--- src/rtl/display_timing_if.sv ---
// Screen-coordinate bus from the raster timing generator to sprite renderers,
// the colour stage and the VGA DAC. The timing generator is the master.
interface display_timing_if #(
    parameter int CORDW  = 16,
    parameter int FRAMEW = 16
);
    logic                     pix_en;
    logic signed [CORDW-1:0]  sx;
    logic signed [CORDW-1:0]  sy;
    logic                     h_bright;
    logic                     v_bright;
    logic                     bright;
    logic                     hsync;
    logic                     vsync;
    logic                     line;
    logic                     frame;
    logic [FRAMEW-1:0]        frame_cnt;

    modport master (
        output pix_en, sx, sy, h_bright, v_bright, bright,
               hsync, vsync, line, frame, frame_cnt
    );

    modport slave (
        input  pix_en, sx, sy, h_bright, v_bright, bright,
               hsync, vsync, line, frame, frame_cnt
    );
endinterface

--- src/rtl/display_timing.sv ---
// Raster timing generator: pixel-clock enable, screen position, blanking,
// sync pulses, line/frame strobes and a frame counter. Every output is a flop.
module display_timing #(
    parameter int CORDW   = 16,
    parameter int CLK_DIV = 2,
    parameter int H_RES   = 640,
    parameter int H_FP    = 16,
    parameter int H_SYNC  = 96,
    parameter int H_BP    = 48,
    parameter int V_RES   = 480,
    parameter int V_FP    = 10,
    parameter int V_SYNC  = 2,
    parameter int V_BP    = 33,
    parameter bit H_POL   = 1'b0,
    parameter bit V_POL   = 1'b0,
    parameter int FRAMEW  = 16
) (
    input  logic             clk,
    input  logic             reset,
    display_timing_if.master vid_o
);
    localparam int H_TOTAL = H_RES + H_FP + H_SYNC + H_BP;
    localparam int V_TOTAL = V_RES + V_FP + V_SYNC + V_BP;
    localparam int HW      = $clog2(H_TOTAL);
    localparam int VW      = $clog2(V_TOTAL);
    localparam int DW      = (CLK_DIV > 1) ? $clog2(CLK_DIV) : 1;

    localparam logic [DW-1:0] D_LAST   = DW'(CLK_DIV - 1);
    localparam logic [HW-1:0] H_LAST   = HW'(H_TOTAL - 1);
    localparam logic [HW-1:0] H_ACT    = HW'(H_RES);
    localparam logic [HW-1:0] HS_FIRST = HW'(H_RES + H_FP);
    localparam logic [HW-1:0] HS_LAST  = HW'(H_RES + H_FP + H_SYNC - 1);
    localparam logic [VW-1:0] V_LAST   = VW'(V_TOTAL - 1);
    localparam logic [VW-1:0] V_ACT    = VW'(V_RES);
    localparam logic [VW-1:0] VS_FIRST = VW'(V_RES + V_FP);
    localparam logic [VW-1:0] VS_LAST  = VW'(V_RES + V_FP + V_SYNC - 1);

    logic [DW-1:0]     divCnt_q, divCnt_d;
    logic              pixEn_q, pixEn_d;
    logic [HW-1:0]     hCnt_q, hCnt_d;
    logic [VW-1:0]     vCnt_q, vCnt_d;
    logic              hBright_q, hBright_d;
    logic              vBright_q, vBright_d;
    logic              bright_q, bright_d;
    logic              hsync_q, hsync_d;
    logic              vsync_q, vsync_d;
    logic              line_q, line_d;
    logic              frame_q, frame_d;
    logic [FRAMEW-1:0] frameCnt_q, frameCnt_d;

    // Decodes use the next counter values so that every flag lines up with
    // the sx/sy that appear in the same clock.
    always_comb begin
        divCnt_d   = (divCnt_q == D_LAST) ? '0 : divCnt_q + DW'(1);
        pixEn_d    = (divCnt_d == D_LAST);
        hCnt_d     = hCnt_q;
        vCnt_d     = vCnt_q;
        frameCnt_d = frameCnt_q;
        if (pixEn_q) begin
            if (hCnt_q == H_LAST) begin
                hCnt_d = '0;
                if (vCnt_q == V_LAST) begin
                    vCnt_d     = '0;
                    frameCnt_d = frameCnt_q + FRAMEW'(1);
                end else begin
                    vCnt_d = vCnt_q + VW'(1);
                end
            end else begin
                hCnt_d = hCnt_q + HW'(1);
            end
        end
        hBright_d = (hCnt_d < H_ACT);
        vBright_d = (vCnt_d < V_ACT);
        bright_d  = hBright_d & vBright_d;
        hsync_d   = (hCnt_d >= HS_FIRST && hCnt_d <= HS_LAST) ? H_POL : ~H_POL;
        vsync_d   = (vCnt_d >= VS_FIRST && vCnt_d <= VS_LAST) ? V_POL : ~V_POL;
        line_d    = pixEn_q && (hCnt_d == '0);
        frame_d   = line_d && (vCnt_d == '0);
    end

    // Reset parks the raster on the last pixel so the first pixel enable
    // steps straight into (0,0) and begins frame 1.
    always_ff @(posedge clk) begin
        if (!reset) begin
            divCnt_q   <= '0;
            pixEn_q    <= 1'b0;
            hCnt_q     <= H_LAST;
            vCnt_q     <= V_LAST;
            hBright_q  <= 1'b0;
            vBright_q  <= 1'b0;
            bright_q   <= 1'b0;
            hsync_q    <= ~H_POL;
            vsync_q    <= ~V_POL;
            line_q     <= 1'b0;
            frame_q    <= 1'b0;
            frameCnt_q <= '0;
        end else begin
            divCnt_q   <= divCnt_d;
            pixEn_q    <= pixEn_d;
            hCnt_q     <= hCnt_d;
            vCnt_q     <= vCnt_d;
            hBright_q  <= hBright_d;
            vBright_q  <= vBright_d;
            bright_q   <= bright_d;
            hsync_q    <= hsync_d;
            vsync_q    <= vsync_d;
            line_q     <= line_d;
            frame_q    <= frame_d;
            frameCnt_q <= frameCnt_d;
        end
    end

    assign vid_o.pix_en    = pixEn_q;
    assign vid_o.sx        = CORDW'(hCnt_q);
    assign vid_o.sy        = CORDW'(vCnt_q);
    assign vid_o.h_bright  = hBright_q;
    assign vid_o.v_bright  = vBright_q;
    assign vid_o.bright    = bright_q;
    assign vid_o.hsync     = hsync_q;
    assign vid_o.vsync     = vsync_q;
    assign vid_o.line      = line_q;
    assign vid_o.frame     = frame_q;
    assign vid_o.frame_cnt = frameCnt_q;
endmodule

--- src/flat_wrapper.sv ---
// flat-port wrapper written by rule: the top's interface ports become plain ports
module display_timing_flat 
#(
    parameter int CORDW   = 16,
    parameter int CLK_DIV = 2,
    parameter int H_RES   = 640,
    parameter int H_FP    = 16,
    parameter int H_SYNC  = 96,
    parameter int H_BP    = 48,
    parameter int V_RES   = 480,
    parameter int V_FP    = 10,
    parameter int V_SYNC  = 2,
    parameter int V_BP    = 33,
    parameter bit H_POL   = 1'b0,
    parameter bit V_POL   = 1'b0,
    parameter int FRAMEW  = 16
)
  (clk, reset, vid_o_pix_en, vid_o_sx, vid_o_sy, vid_o_h_bright, vid_o_v_bright, vid_o_bright, vid_o_hsync, vid_o_vsync, vid_o_line, vid_o_frame, vid_o_frame_cnt);
  display_timing_if #(.CORDW(CORDW), .FRAMEW(FRAMEW)) vid_o_i ();
  input  logic clk;
  input  logic reset;
  output wire logic [$bits(vid_o_i.pix_en)-1:0] vid_o_pix_en;
  output wire logic [$bits(vid_o_i.sx)-1:0] vid_o_sx;
  output wire logic [$bits(vid_o_i.sy)-1:0] vid_o_sy;
  output wire logic [$bits(vid_o_i.h_bright)-1:0] vid_o_h_bright;
  output wire logic [$bits(vid_o_i.v_bright)-1:0] vid_o_v_bright;
  output wire logic [$bits(vid_o_i.bright)-1:0] vid_o_bright;
  output wire logic [$bits(vid_o_i.hsync)-1:0] vid_o_hsync;
  output wire logic [$bits(vid_o_i.vsync)-1:0] vid_o_vsync;
  output wire logic [$bits(vid_o_i.line)-1:0] vid_o_line;
  output wire logic [$bits(vid_o_i.frame)-1:0] vid_o_frame;
  output wire logic [$bits(vid_o_i.frame_cnt)-1:0] vid_o_frame_cnt;
  assign vid_o_pix_en = vid_o_i.pix_en;
  assign vid_o_sx = vid_o_i.sx;
  assign vid_o_sy = vid_o_i.sy;
  assign vid_o_h_bright = vid_o_i.h_bright;
  assign vid_o_v_bright = vid_o_i.v_bright;
  assign vid_o_bright = vid_o_i.bright;
  assign vid_o_hsync = vid_o_i.hsync;
  assign vid_o_vsync = vid_o_i.vsync;
  assign vid_o_line = vid_o_i.line;
  assign vid_o_frame = vid_o_i.frame;
  assign vid_o_frame_cnt = vid_o_i.frame_cnt;
  display_timing #(.CORDW(CORDW), .CLK_DIV(CLK_DIV), .H_RES(H_RES), .H_FP(H_FP), .H_SYNC(H_SYNC), .H_BP(H_BP), .V_RES(V_RES), .V_FP(V_FP), .V_SYNC(V_SYNC), .V_BP(V_BP), .H_POL(H_POL), .V_POL(V_POL), .FRAMEW(FRAMEW)) u_core (.clk(clk), .reset(reset), .vid_o(vid_o_i));
endmodule
--- config.mk ---
export PLATFORM = sky130hd
export DESIGN_NAME = display_timing_flat
export DESIGN_NICKNAME = d
export VERILOG_FILES = /design/src/rtl/display_timing_if.sv /design/src/rtl/display_timing.sv /design/src/flat_wrapper.sv
export SDC_FILE = /design/constraint.sdc
export NUM_CORES = 1
export LEC_CHECK = 0
export BUFFER_PORTS_ARGS = -buffer_cell sky130_fd_sc_hd__clkbuf_2
export CORE_UTILIZATION = 44
export DETAILED_ROUTE_END_ITERATION = 10
export GPL_TIMING_DRIVEN = 0
export PLACE_DENSITY = 0.68
export SYNTH_ARGS = -nofsm -noshare
export SYNTH_HDL_FRONTEND = slang
export SYNTH_SLANG_ARGS = --single-unit
--- constraint.sdc ---
create_clock -name clk -period 3.4 [get_ports clk]
set_input_delay 0.17 -clock clk [delete_from_list [all_inputs] [get_ports clk]]
set_output_delay 0.17 -clock clk [all_outputs]
set_load 0.02 [all_outputs]
# [Yosys cells after proc, flatten, opt, wreduce, memory -nomap -nowiden]
# Index checks and enable logic that the tools add are counted.
[classes] eq_ne=2 muxes=7 n_addsub=4 n_mul=0 reduce_logical=8 n_bitwise=2 n_lt_le_gt_ge=6 div_mod_pow=0 shift=0
[ops] op="$mux W10" count=5
[ops] op="$add A10 B1 Y10 const B" count=2
[ops] op="$eq A10 B10 Y1 const B" count=2
[ops] op="$logic_not A10 Y1" count=2
[ops] op="$add A16 B1 Y16 const B" count=1
[ops] op="$ge A10 B10 Y1 const B" count=1
[ops] op="$ge A10 B9 Y1 const B" count=1
[ops] op="$le A10 B10 Y1 const B" count=1
[ops] op="$le A10 B9 Y1 const B" count=1
[ops] op="$lt A10 B10 Y1 const B" count=1
[ops] op="$lt A10 B9 Y1 const B" count=1
[ops] op="$logic_and A1 B1 Y1" count=4
[ops] op="$reduce_and A3 Y1" count=1
[ops] op="$mux W1" count=2
[ops] op="$reduce_or A2 Y1" count=1
[ops] op="$add A1 B1 Y1 const B" count=1
[ops] op="$and A1 B1 Y1" count=1
[ops] op="$not A1 Y1" count=1
[word_totals] reg_bits=44 mem_bits_rw=0 latch_bits=0 romBits=0 memories=0 in_bits=2

# [Logic depth before layout (Yosys ltp)]
[depth] ltp_word=7 depth_mapped=8

# [Worst setup path after synthesis]
# OpenSTA, ideal clock, no wires.
[synth_timing] path_kind="reg2reg" startpoint="reg u_core.vCnt_q[2]" endpoint="reg u_core.frameCnt_q[13] (netlist: u_core.vid_o.frame_cnt[13])" setup_time_ps=115 stages_incl_launch_ff=8 path_buffers=1 t_arrival_ps=2383 synth_period_minus_slack_ps=2498 setup_slack_ps=902 path_cell_list="dfxtp_1 -> buf_4 -> or4b_4 -> or4_4 -> nor4_4 -> nand4_1 -> xnor2_1 -> and2_1"
[synth_via] elab_chain_len=2
[synth_lines] item="start, declared" line_no="display_timing.sv:41" rtl="logic [VW-1:0] vCnt_q, vCnt_d;"
[synth_lines] item="start signal, assigned" line_no="display_timing.sv:101" rtl="vCnt_q <= vCnt_d;"
[synth_lines] item="$eq A10 B10 Y1" line_no="display_timing.sv:62" rtl="if (vCnt_q == V_LAST) begin"
[synth_lines] item="$reduce_and A3 Y1 (no source line)"
[synth_lines] item="end signal, assigned" line_no="display_timing.sv:109" rtl="frameCnt_q <= frameCnt_d;"
[synth_lines] item="end, declared" line_no="display_timing.sv:49" rtl="logic [FRAMEW-1:0] frameCnt_q, frameCnt_d;"
# Every way passes these cells.
# A chain may end at the register's enable or synchronous reset.

# [Worst setup path after layout]
[layout_timing] startpoint="reg u_core.hCnt_q[0]" endpoint="reg u_core.bright_q (netlist: u_core.vid_o.bright)"
[layout_via] elab_chain_len=5 elab_cells_between_ends=9 cone_classes="add/sub (1); order compare (2); eq/ne (1); mux (4); bitwise (1)"
[layout_lines] item="start, declared" line_no="display_timing.sv:40" rtl="logic [HW-1:0] hCnt_q, hCnt_d;"
[layout_lines] item="start signal, assigned" line_no="display_timing.sv:100" rtl="hCnt_q <= hCnt_d;"
[layout_lines] item="$add A10 B1 Y10 / $eq A10 B10 Y1 (equally long branches)" line_no="display_timing.sv:69, display_timing.sv:60"
[layout_lines] item="$mux W10" line_no="display_timing.sv:60" rtl="if (hCnt_q == H_LAST) begin"
[layout_lines] item="$mux W10" line_no="display_timing.sv:59" rtl="if (pixEn_q) begin"
[layout_lines] item="$lt A10 B10 Y1 / $lt A10 B9 Y1 (equally long branches)" line_no="display_timing.sv:72, display_timing.sv:73"
[layout_lines] item="$and A1 B1 Y1 *" line_no="display_timing.sv:74" rtl="bright_d = hBright_d & vBright_d;"
[layout_lines] item="end signal, assigned" line_no="display_timing.sv:104" rtl="bright_q <= bright_d;"
[layout_lines] item="end, declared" line_no="display_timing.sv:44" rtl="logic bright_q, bright_d;"
# Mark *: on every way between the ends. The rest lies on a longest branch, timed or not.

==> flow_metrics.env <==
export IMPL_status="complete, no violations"
export IMPL_synthArstFlopShare_pct=0
export IMPL_final_nets=322
export IMPL_cts_resized=0
export IMPL_grt_max_degree=16
export IMPL_synth_common_cells="dfxtp_1 (44), nand2_1 (21), and2_1 (18)"
export IMPL_syn_area_per_cell_um2=8.832
export IMPL_yosys_area_top_type="dfxtp_1"
export IMPL_synth_cell_type_count=42
export IMPL_postCtsHoldBufs=0
export IMPL_gp_congestion=0.8642
export IMPL_cap_viol_max_count=0
export IMPL_grt_overflow_total=0
export IMPL_drcViolationCount=0
export IMPL_ys_flop_type="dfxtp_1"
export IMPL_final_hold_viol_count=0
export IMPL_rsz0062_at_grt="no"
export IMPL_grt_antenna_before_repair=0
export IMPL_initial_core_util_pct=46.57
export IMPL_post_synth_top_count_cell="dfxtp_1"
export IMPL_synth_top_area_share_pct=39.26
export IMPL_finalWorstSetupSlack_ns=0.7420
export IMPL_wl_um=4790
export IMPL_pre_cts_ws_ns=0.7957
export IMPL_start_kind="register"
export IMPL_synth_edf_count=0
export IMPL_die_x_um=73.41
export IMPL_antenna_left=0
export IMPL_synth_area_um2=2243
export IMPL_wl_per_cell_um=12.47
export IMPL_netlist_instances=254
export IMPL_p_total_mw=1.196
export IMPL_seq_area_frac_synth_pct=39.26
export IMPL_slew_viol_final=0
export IMPL_io_buffers=44
export IMPL_n_antenna_cell=0
export IMPL_drtIter0Drc=73
export IMPL_rr_startpoint="u_core.hCnt_q[0]"
export IMPL_period_share_pct=78.18
export IMPL_hpwl_um=3640
export IMPL_vdd_drop_max_mv=0.2760
export IMPL_row_count=25
export IMPL_ys_ff_latch=44
export IMPL_core_area_um2=4817
export IMPL_drive_above_1_share_pct=22.71
export IMPL_min_period_ns=2.658
export IMPL_yosys_warnings=0
export IMPL_skew_ns=0.01301
export IMPL_crit_type="register to register"
export IMPL_io_pins=58
export IMPL_fillers=483
export IMPL_clock_sinks=44
export IMPL_vias=1939
export IMPL_cts_tree="built"
export IMPL_syn2layout_area_growth_pct=19.52
export IMPL_cts_root_buf="clkbuf_8"
export IMPL_end_kind="register"
export IMPL_leakage_nw=1.193
export IMPL_fmax_mhz=376.2
export IMPL_die_y_um=73.41
export IMPL_holdCritPathClass="input port to register"
export IMPL_grt_use_total_pct=18.62
export IMPL_routed_via_density=5.049
export IMPL_setup_total_negative_slack_ns=0
export IMPL_clk_pin_slew_ns=0.09
export IMPL_worstSetupStartpoint="u_core.hCnt_q[0]"
export IMPL_worstPathRequired_ns=3.60
export IMPL_synth_area_leaders="dfxtp_1 (39%), xnor2_1 (5.9%), and2_1 (5.0%)"
export IMPL_finalSetupViolations=0
export IMPL_worst_pin_slew_ns=0.7468
export IMPL_postCtsSetupRepairBufs=0
export IMPL_cp_max_fo=9
export IMPL_cp_arrival_ns=2.86
export IMPL_pwr_density_cell_nw_per_um2=446.0
export IMPL_grt_pass1_vias=1693
export IMPL_dr_pass1_iters=4
export IMPL_die_area_um2=5388
export IMPL_grt_pass1_wl_um=7700
export IMPL_cts_made_buffers=5
export IMPL_htree_levels=2
export IMPL_worstSkewPairLatency_ns=0.30
export IMPL_worstHoldStart="reset"
export IMPL_max_slew_margin_pct=49.58
export IMPL_cts_max_path_buffers=2
## where the power goes
group / internal (mW) / total (mW) / switching, mW
combinational: 0.110 / 0.287 / 0.177
sequential: 0.540 / 0.569 / 0.0288
clock: 0.146 / 0.340 / 0.194
## logic make-up after synthesis
logic type	after synthesis	synth area share, %
AO/OA/AOI/OAI	24	7.083
flip-flops	44	39.26
other	1	0.1672
XOR/XNOR	26	10.15
multiplexers	2	0.8924
adder cells (fa/ha/maj)	4	2.231
buffers and inverters	30	7.195
AND/OR/NAND/NOR	123	33.02
## worst max-delay path: stages, from the launching register on
cell and delay, ns:
dfxtp_1 0.49, ha_1 0.32, and4_1 0.29, and3_1 0.16
clkbuf_1 0.33, nand4_1 0.17, xor2_1 0.20, nor3_1 0.38
and3b_1 0.22
## metal layers
| metal | routed length, um | global-route usage [%] | vias up |
|---|---|---|---|
| met5 | 0 | 0 | - |
| met4 | 43 | 4.915 | 0 |
| met3 | 240 | 4.664 | 6 |
| met2 | 2249 | 31.17 | 47 |
| met1 | 2258 | 23.92 | 894 |
| li1 | - | - | 992 |
## sequential cells by signal, indices dropped and copies added (netlist names)
name and cells:
u_core.vid_o.h_bright 1, u_core.vid_o.frame 1, u_core.vid_o.line 1, u_core.vid_o.vsync 1, u_core.divCnt_q 1, u_core.vCnt_q 10
u_core.vid_o.hsync 1, u_core.hCnt_q 10, u_core.vid_o.v_bright 1, u_core.vid_o.bright 1, u_core.vid_o.frame_cnt 16
## worst paths after layout
path | slack [ns] | end | cells past startpoint
hold reg to reg | 0.50 | u_core.vid_o.frame_cnt[1] | 2
hold / removal | 0.23 | u_core.hCnt_q[9] | 2
setup reg to reg | 0.74 | u_core.vid_o.bright | 8
setup / recovery | 0.74 | u_core.vid_o.bright | 8
## layout by cell type, fill, tap and decap left out, types with 2 or more instances in the layout
cell type,count
buf_4,13
clkinvlp_4,2
and3_1,11
nand4_1,14
clkbuf_1,10
nand2_1,21
a21oi_1,3
a21boi_0,2
mux2i_1,2
o31a_1,2
and2_1,18
conb_1,12
ha_1,4
nor2_1,8
xnor2_1,15
nand3_1,15
inv_1,7
dfxtp_1,44
o21ai_0,9
clkbuf_2,44
nor4b_1,2
nor4_1,2
nor2b_1,8
nor3_1,7
xor2_1,11
nand4b_1,3
and4_1,3
clkbuf_8,5
nand2b_1,3
## area by class of cell
cell class	count	area, um^2	area share [%]
plain buffers	23	135.1	5.040
repair buffers	44	220.2	8.213
clock inverters	3	23.77	0.8866
inverters	7	26.28	0.9799
well taps	67	83.83	3.126
flip-flops and latches	44	880.8	32.85
clock buffers	5	68.82	2.566
multi-input cells	191	1242	46.34
## through the flow
step | utilization (%) | std cells | instance area (um^2) | hold WS (ns)
after floorplan | - | 265 | 2285 | 0.4244
after global placement | 53.74 | 376 | 2589 | 0.4976
after detailed placement | 53.74 | 376 | 2589 | 0.4909
after CTS | 55.66 | 384 | 2681 | 0.2276
after global routing | 55.66 | 384 | 2681 | 0.2410
final | 55.66 | 384 | 2681 | 0.2274
No activity file was read; power rests on OpenSTA's default activity.
